===== src/rtl/vertex_project_seq.sv =====
// Triangle projection: shared-MAC MVP transform, serial restoring divide,
// then viewport map; one triangle in flight over valid/ready handshakes.
module vertex_project_seq #(
   parameter int WI = 8,
   parameter int WF = 8,
   parameter int SW = 10
) (
   input  logic                        Clk,
   input  logic                        Reset,
   input  logic                        in_valid,
   output logic                        in_ready,
   input  logic [2:0][2:0][WI+WF-1:0]  orig_triangle,
   input  logic [15:0][WI+WF-1:0]      mvp,
   input  logic [SW-1:0]               width,
   input  logic [SW-1:0]               height,
   output logic                        out_valid,
   input  logic                        out_ready,
   output logic [2:0][1:0][SW-1:0]     proj_triangle,
   output logic [2:0]                  clip
);
   localparam int N  = WI + WF;
   localparam int DW = WI + 2 * WF;
   localparam int AW = 2 * N + 2;
   localparam int SH = AW - WF;
   localparam int NW = WF + 2;
   localparam int PW = NW + SW;
   localparam int CW = ($clog2(DW) > 4) ? $clog2(DW) : 4;

   localparam logic [2:0] S_IDLE  = 3'd0;
   localparam logic [2:0] S_MAC   = 3'd1;
   localparam logic [2:0] S_DIVX  = 3'd2;
   localparam logic [2:0] S_DIVY  = 3'd3;
   localparam logic [2:0] S_VPORT = 3'd4;
   localparam logic [2:0] S_DONE  = 3'd5;

   logic [2:0]                 state_q;
   logic [CW-1:0]              cnt_q;
   logic [1:0]                 vtx_q;
   logic [2:0][2:0][N-1:0]     tri_q;
   logic [11:0][N-1:0]         mvp_q;
   logic [SW-1:0]              width_q;
   logic [SW-1:0]              height_q;
   logic signed [AW-1:0]       acc_q;
   logic signed [N-1:0]        xc_q;
   logic signed [N-1:0]        yc_q;
   logic signed [N-1:0]        wc_q;
   logic [N-1:0]               rem_q;
   logic [DW-1:0]              quo_q;
   logic signed [NW-1:0]       ndcx_q;
   logic signed [NW-1:0]       ndcy_q;
   logic [2:0][1:0][SW-1:0]    proj_q;
   logic [2:0]                 clip_q;
   logic                       out_valid_q;

   // Matrix row 2 (z) never contributes to x, y or w.
   logic unused_row2;
   assign unused_row2 = ^mvp[11:8];

   function automatic logic [N-1:0] mag_f(input logic signed [N-1:0] v);
      return v[N-1] ? -v : v;
   endfunction

   function automatic logic signed [NW-1:0] ndc_f(
      input logic [DW-1:0] q,
      input logic          neg,
      input logic          ok
   );
      logic [NW-1:0] mag;
      mag = (q > DW'(1 << WF)) ? NW'(1 << WF) : q[NW-1:0];
      if (!ok) return '0;
      return neg ? -mag : mag;
   endfunction

   function automatic logic [SW-1:0] vp_f(
      input logic signed [NW-1:0] ndc,
      input logic [SW-1:0]        dim
   );
      logic [NW-1:0] off;
      logic [PW-1:0] p;
      logic [SW:0]   s;
      off = ndc + NW'(1 << WF);
      p   = {{SW{1'b0}}, off} * {{NW{1'b0}}, dim};
      s   = (SW+1)'(p >> (WF + 1));
      if (dim == '0) return '0;
      if (s >= {1'b0, dim}) return dim - 1'b1;
      return s[SW-1:0];
   endfunction

   logic [1:0]            col;
   logic signed [N-1:0]   opa;
   logic signed [N-1:0]   opb;
   logic signed [2*N-1:0] prod;
   logic signed [AW-1:0]  acc_d;
   logic signed [SH-1:0]  accs;
   logic signed [N-1:0]   sat;

   always_comb begin
      col   = cnt_q[1:0];
      opa   = mvp_q[cnt_q[3:0]];
      opb   = (col == 2'd3) ? N'(1 << WF) : tri_q[vtx_q][col];
      prod  = {{N{opa[N-1]}}, opa} * {{N{opb[N-1]}}, opb};
      acc_d = ((col == 2'd0) ? '0 : acc_q)
            + {{2{prod[2*N-1]}}, prod};
      accs  = acc_d[AW-1:WF];
      if ((&accs[SH-1:N-1]) || !(|accs[SH-1:N-1]))
         sat = accs[N-1:0];
      else
         sat = {accs[SH-1], {(N-1){~accs[SH-1]}}};
   end

   logic [N-1:0]  dvs;
   logic [N:0]    trial;
   logic [N-1:0]  diff;
   logic          ge;
   logic [N-1:0]  rem_d;
   logic [DW-1:0] quo_d;
   logic          wpos;

   always_comb begin
      dvs   = mag_f(wc_q);
      wpos  = !wc_q[N-1] && (wc_q != '0);
      trial = {rem_q, quo_q[DW-1]};
      diff  = trial[N-1:0] - dvs;
      ge    = trial >= {1'b0, dvs};
      rem_d = ge ? diff : trial[N-1:0];
      quo_d = {quo_q[DW-2:0], ge};
   end

   always_ff @(posedge Clk or posedge Reset) begin
      if (Reset) begin
         state_q     <= S_IDLE;
         cnt_q       <= '0;
         vtx_q       <= '0;
         tri_q       <= '0;
         mvp_q       <= '0;
         width_q     <= '0;
         height_q    <= '0;
         acc_q       <= '0;
         xc_q        <= '0;
         yc_q        <= '0;
         wc_q        <= '0;
         rem_q       <= '0;
         quo_q       <= '0;
         ndcx_q      <= '0;
         ndcy_q      <= '0;
         proj_q      <= '0;
         clip_q      <= '0;
         out_valid_q <= 1'b0;
      end else begin
         case (state_q)
            S_IDLE: begin
               if (in_valid) begin
                  tri_q    <= orig_triangle;
                  mvp_q    <= {mvp[15:12], mvp[7:0]};
                  width_q  <= width;
                  height_q <= height;
                  vtx_q    <= '0;
                  cnt_q    <= '0;
                  state_q  <= S_MAC;
               end
            end
            S_MAC: begin
               acc_q <= acc_d;
               if (col == 2'd3) begin
                  if (cnt_q[3:2] == 2'd0)      xc_q <= sat;
                  else if (cnt_q[3:2] == 2'd1) yc_q <= sat;
                  else                         wc_q <= sat;
               end
               if (cnt_q == CW'(11)) begin
                  cnt_q   <= '0;
                  rem_q   <= '0;
                  quo_q   <= {mag_f(xc_q), {WF{1'b0}}};
                  state_q <= S_DIVX;
               end else begin
                  cnt_q <= cnt_q + CW'(1);
               end
            end
            S_DIVX: begin
               rem_q <= rem_d;
               quo_q <= quo_d;
               cnt_q <= cnt_q + CW'(1);
               if (cnt_q == CW'(DW - 1)) begin
                  ndcx_q  <= ndc_f(quo_d, xc_q[N-1], wpos);
                  cnt_q   <= '0;
                  rem_q   <= '0;
                  quo_q   <= {mag_f(yc_q), {WF{1'b0}}};
                  state_q <= S_DIVY;
               end
            end
            S_DIVY: begin
               rem_q <= rem_d;
               quo_q <= quo_d;
               cnt_q <= cnt_q + CW'(1);
               if (cnt_q == CW'(DW - 1)) begin
                  ndcy_q  <= ndc_f(quo_d, yc_q[N-1], wpos);
                  cnt_q   <= '0;
                  state_q <= S_VPORT;
               end
            end
            S_VPORT: begin
               proj_q[vtx_q][0] <= wpos ? vp_f(ndcx_q, width_q) : '0;
               proj_q[vtx_q][1] <= wpos ? vp_f(ndcy_q, height_q) : '0;
               clip_q[vtx_q]    <= !wpos;
               cnt_q            <= '0;
               if (vtx_q == 2'd2) begin
                  state_q <= S_DONE;
               end else begin
                  vtx_q   <= vtx_q + 2'd1;
                  state_q <= S_MAC;
               end
            end
            S_DONE: begin
               // One settle cycle before presenting the result.
               if (!out_valid_q) begin
                  out_valid_q <= 1'b1;
               end else if (out_ready) begin
                  out_valid_q <= 1'b0;
                  state_q     <= S_IDLE;
               end
            end
            default: state_q <= S_IDLE;
         endcase
      end
   end

   assign in_ready      = (state_q == S_IDLE);
   assign out_valid     = out_valid_q;
   assign proj_triangle = proj_q;
   assign clip          = clip_q;

endmodule


===== config.mk =====
export PLATFORM = sky130hd
export DESIGN_NAME = vertex_project_seq
export DESIGN_NICKNAME = d
export VERILOG_FILES = /design/src/rtl/vertex_project_seq.sv
export SDC_FILE = /design/constraint.sdc
export NUM_CORES = 2
export LEC_CHECK = 0
export BUFFER_PORTS_ARGS = -buffer_cell sky130_fd_sc_hd__buf_2
export CORE_MARGIN = 3
export CORE_UTILIZATION = 50
export CTS_BUF_LIST = sky130_fd_sc_hd__clkbuf_4
export DETAILED_ROUTE_END_ITERATION = 16
export HOLD_SLACK_MARGIN = 0.12
export PLACE_DENSITY = 0.66
export SLEW_MARGIN = 0
export SYNTH_ARGS = -nofsm -noshare
export SYNTH_HDL_FRONTEND = slang
export SYNTH_SLANG_ARGS = --single-unit

===== constraint.sdc =====
create_clock -name Clk -period 53.4 [get_ports Clk]
set_input_delay 2.67 -clock Clk [delete_from_list [all_inputs] [get_ports Clk]]
set_output_delay 2.67 -clock Clk [all_outputs]
set_load 0.05 [all_outputs]

After elaboration in Yosys (flattened, before gate mapping)
Cells that the tools add are included.
W data, S select, Z words.
{"block": "op_classes", "mul": 3, "reduce_logical": 28, "add_sub_neg": 12, "mux": 77, "n_lt_le_gt_ge": 8, "eq_ne": 17, "bitwise": 3}
{"op": "$mux W10", "count": 19}
{"op": "$mux W16", "count": 10}
{"op": "$bwmux W60", "count": 2}
{"op": "$bmux W48 S2", "count": 1}
{"op": "$demux W20 S2", "count": 2}
{"op": "$pmux W24 S3", "count": 1}
{"op": "$bmux W16 S4", "count": 1}
{"op": "$mux W24", "count": 2}
{"op": "$mux W48", "count": 1}
{"op": "$neg A16 Y16", "count": 3}
{"op": "$pmux W16 S3", "count": 1}
{"op": "$mul A10 B10 Y20", "count": 2}
{"op": "$add A34 B34 Y34", "count": 1}
{"op": "$mux W34", "count": 1}
{"op": "$bmux W16 S2", "count": 1}
{"op": "$mul A16 B16 Y32", "count": 1}
{"op": "$gt A24 B9 Y1 const B", "count": 1}
{"op": "$ge A11 B10 Y1", "count": 2}
{"op": "$mux W3", "count": 7}
{"op": "$add A10 B10 Y10 const B", "count": 2}
{"op": "$logic_not A10 Y1", "count": 2}
{"op": "$mux W20", "count": 1}
{"op": "$pmux W5 S4", "count": 1}
{"op": "$sub A10 B1 Y10 const B", "count": 2}
{"op": "40 further kinds", "count": 81}
{"block": "totals", "output_inout_bits": 65, "in_bits": 424, "elab_cells": 190, "reg_bits": 572}

Depth between registers and ports, before layout
{"block": "logic_depth", "word_depth": 12, "mapped_depth": 49, "mapped_depth_nobuf": 44}

Worst setup path after synthesis
OpenSTA, ideal clock, no wires.
{"block": "synth_timing", "path_type": "flip-flop to flip-flop", "startpoint": "register cnt_q[0]", "endpoint": "register xc_q[0]", "setup_time_ns": 0.087, "period_less_slack_ns": 11.230, "t_required_ns": 53.313, "stages_incl_launch_ff": 46, "slack_ns": 42.170, "arrival_ns": 11.144, "path_cell_list": "dfrtp_1 buf_2 buf_1 clkbuf_1 clkbuf_1 clkbuf_1 nor2_1 a21oi_1 o22a_1 clkbuf_1 nor2_1 fa_1 inv_1 fa_1 fa_1 inv_1 fa_1 fa_1 [10 not listed] o21bai_1 a21o_1 a21o_1 a21oi_1 xnor2_1 ha_1 a21oi_1 o21ai_0 a21o_1 a21oi_1 a41oi_1 nor2_1 xnor3_1 or4b_1 o22ai_2 buf_4 nand2_1 o211ai_1"}
{"block": "synth_between", "elab_chain_cells": 9}
{"item": "from (decl)", "line": "37", "rtl": "logic [CW-1:0] cnt_q;"}
{"item": "from (signal assigned)", "line": "175", "rtl": "cnt_q <= cnt_q + CW'(1);"}
{"item": "from (signal assigned)", "line": "181", "rtl": "cnt_q <= cnt_q + CW'(1);"}
{"item": "from (signal assigned)", "line": "193", "rtl": "cnt_q <= cnt_q + CW'(1);"}
{"item": "branches (longest 9 deep; another with $add A34 B34 Y34)"}
{"item": "to (signal assigned)", "line": "165", "rtl": "if (cnt_q[3:2] == 2'd0) xc_q <= sat;"}
{"item": "to (decl)", "line": "44", "rtl": "logic signed [N-1:0] xc_q;"}
Several ways; the timed one is not identified. The select of a mux whose other input is x is not followed.
A chain may end at the register's enable or synchronous reset.

Worst setup path after layout
{"block": "layout_timing", "startpoint": "register cnt_q[0]", "endpoint": "register wc_q[11]"}
{"block": "layout_between", "elab_chain_cells": 9}
{"item": "branches (longest 9 deep; another with $add A34 B34 Y34)"}
{"item": "to (signal assigned)", "line": "167", "rtl": "else wc_q <= sat;"}
{"item": "to (decl)", "line": "46", "rtl": "logic signed [N-1:0] wc_q;"}
Several ways; the timed one is not identified. The select of a mux whose other input is x is not followed.

==> results.md <==
* Slew @ Worst Pin at 1.04 ns
* Vias at 33.4k
* Number of synthesized register bits at 572
* Status: completed
* MaxCap Viol Count at 0
* Top cell type's share of synthesized area at 0.317
* Worst-path fanout max at 48
* Clock transition at path regs at 0.07 ns
* Yosys warns at 0
* R2R setup slack at 39.99 ns
* Dpl hpwl at 92100 µm
* Final WL at 120000 µm
* Sink Count at 572
* Final TNS setup at 0 ns
* Final Hold Violating Endpoints at 0
* Crit path max-delay family: compound AO/OA/AOI/OAI gates
* Period utilization at 0.251
* Synthesized Nets at 5467
* Largest net degree at the start of global routing at 181
* Input/output buffers at 424
* Slew margin rel. at 0.306
* Filler cell count at 7932
* Grt ovf at 0
* Final Cell Area at 50500 µm²
* Critical Path Start Type: register
* Critical Path RT at 54.33 ns
* Final Max Slew Viols at 0
* Vias per inst at 5.45
* Vias in the first global route at 34.6k
* Final setup violating endpoints at 0
* Postcts setup bufs at 0
* Starting Density at 0.508
* Post-synth EDFFs at 0
* DRC at 0
* Most frequent cells in the layout: dfrtp_1, inv_1, nand2_1, buf_2, fa_1
* Cell repeated most along the worst path: fa_1
* Syn Area/Cell at 10.3 µm²
* Worst path bufs/invs at 6
* Layout cell share with drive strength beyond 1 at 0.242
* RSZ-0062 raised after global routing: no
* Largest cells by area after synthesis: dfrtp_1, fa_1, mux2_2
* Commonest non-fill, non-tap cell in the layout: dfrtp_1
* Placed insts at 5813
* Seq/Total Area, Yosys at 0.317
* Antenna Nets Post-Route at 0
* Core Rows at 109
* Hold buffers post-CTS at 0
* Hold Path Class: reg2reg
* Chip width at 307 µm
* Layout Nets at 5884
* Synth area leader: dfrtp_1
* Clock skew at 0.0959 ns
* Total CTS buffers at 156
* Resized cells post-CTS at 0
* Clk root buf: clkbuf_4
* Slowest-stage cell, CP: buf_4
* Post-layout min period at 13.41 ns
* Core area at 88900 µm²
* I/O Pins at 489
* First-pass GRT wire length at 191000 µm
* Clk_lat worst skew at 1.07 ns
* Crit path DAT at 14.34 ns
* Initial DRC Count at 1970
* Initial antenna violation count at 62
* Yosys cell types at 81
* CTS tree: done
* Total die area at 94000 µm²
* Die height at 307 µm
* Number of H-tree levels at 4
* Clock Tree Buf Depth at 3
* Slowest stage delay, CP at 0.77 ns
* Cell count after synthesis at 4389
* Area delta synth->final at 11.8%
* Final Util at 0.568
* Fmax at 74.6 MHz
* Main synth FF type: dfrtp_1
* Mapped Area at 45200 µm²
* Global-route usage over all layers at 0.260
* Drt pass-1 iters at 7
* Routed wire per std cell at 19.6 µm
* Final Non-Filler Cells at 6126
* GP Congestion at 0.884
* Worst setup path class: reg2reg
* Setup crit end kind: register
* Post-synth ARST share at 1.00
* Area after DPL at 48400 µm²
[registers in the layout, indices dropped and copies added, names as in the netlist, 3 cells and up]
| signal | flops |
|---|---|
| tri_q | 144 |
| xc_q | 16 |
| ndcx_q | 10 |
| yc_q | 16 |
| quo_q | 24 |
| height_q | 10 |
| clip | 3 |
| proj_triangle | 60 |
| width_q | 10 |
| cnt_q | 5 |
| rem_q | 16 |
| wc_q | 16 |
| mvp_q | 192 |
| ndcy_q | 10 |
| acc_q | 34 |
| state_q | 3 |
[per-stage QoR]
step                      setup slack (ns)  hold WS, ns
after floorplan                      34.73        0.438
after CTS                            39.99        0.475
final                                39.99        0.468
after global routing                 39.11        0.494
after global placement               40.06        0.449
after detailed placement             40.00        0.460
[metal layers]
layer  global-route usage  wire, µm  vias up
li1                     -         -    15637
met1                0.327     49200    16612
met2                0.426     57700      892
met3               0.0778      9030      231
met4               0.0964      3580       42
met5                    0       249        -
[cell families after synthesis]
kind of cell,after synthesis,share of synthesized area
compound gates,648,0.0927
xor+xnor,161,0.0315
fa+ha+maj,654,0.246
buf+inv,713,0.0594
flops,572,0.317
mux,487,0.134
simple gates,1154,0.120
[area by class of cell]
type                       count  area (µm²)  area share
inverter                     500        1880      0.0373
tap                         1165        1460      0.0289
clock inverter                52         382     0.00756
timing repair buffer         472        2510      0.0497
sequential                   572       14300       0.284
multi-input combinational   3104       28200       0.558
antenna                       42         105     0.00208
clock buffer                 219        1640      0.0326
[cells in the mapped netlist (all sizes together) (7+ instances only)]
| library cell | count |
|---|---|
| o21ai | 212 |
| o31ai | 23 |
| a311oi | 10 |
| a21oi | 116 |
| mux2i | 55 |
| mux4 | 57 |
| ha | 267 |
| a22o | 43 |
| o21bai | 15 |
| nand2 | 460 |
| xor2 | 66 |
| nor2b | 83 |
| or2 | 18 |
| o211ai | 32 |
| a22oi | 25 |
| o22a | 7 |
| or3 | 16 |
| nand3 | 35 |
| fa | 387 |
| nor4 | 12 |
| clkbuf | 195 |
| o2111ai | 7 |
| xnor2 | 94 |
| and2 | 94 |
| and3 | 13 |
| a211o | 7 |
| a31oi | 12 |
| nand2b | 85 |
| nor3 | 39 |
| a21o | 40 |
| nand4 | 11 |
| nor2 | 260 |
| a211oi | 24 |
| buf | 18 |
| dfrtp | 572 |
| mux2 | 375 |
| o21a | 11 |
| o22ai | 27 |
| inv | 498 |
[worst reg2reg max path, delay by kind of cell (launching register included)]
family	cells	cell delay, ns
AO/OA/AOI/OAI	15	4.01
XOR/XNOR	2	0.53
adder cells (fa/ha/maj)	8	3.62
buffers and inverters	6	1.62
flip-flops	1	0.53
multiplexers	2	1.25
AND/OR/NAND/NOR	7	1.79
[path summary, 6_finish.rpt]
path / start / end / cells past startpoint
worst max-delay path: cnt_q[0]$_DFFE_PP0P_ / wc_q[11]$_DFFE_PP0P_ / 40
worst min-delay path: acc_q[6]$_DFFE_PP0P_ / acc_q[6]$_DFFE_PP0P_ / 2
worst max register to register: cnt_q[0]$_DFFE_PP0P_ / wc_q[11]$_DFFE_PP0P_ / 40
worst min register to register: acc_q[6]$_DFFE_PP0P_ / acc_q[6]$_DFFE_PP0P_ / 2
max in group asynchronous: Reset / mvp_q[52]$_DFFE_PP0P_ / 5
min in group asynchronous: Reset / tri_q[102]$_DFFE_PP0P_ / 2
Power is not shown: default switching activity piles up to over one toggle a cycle in this logic, so the estimate is an artifact.
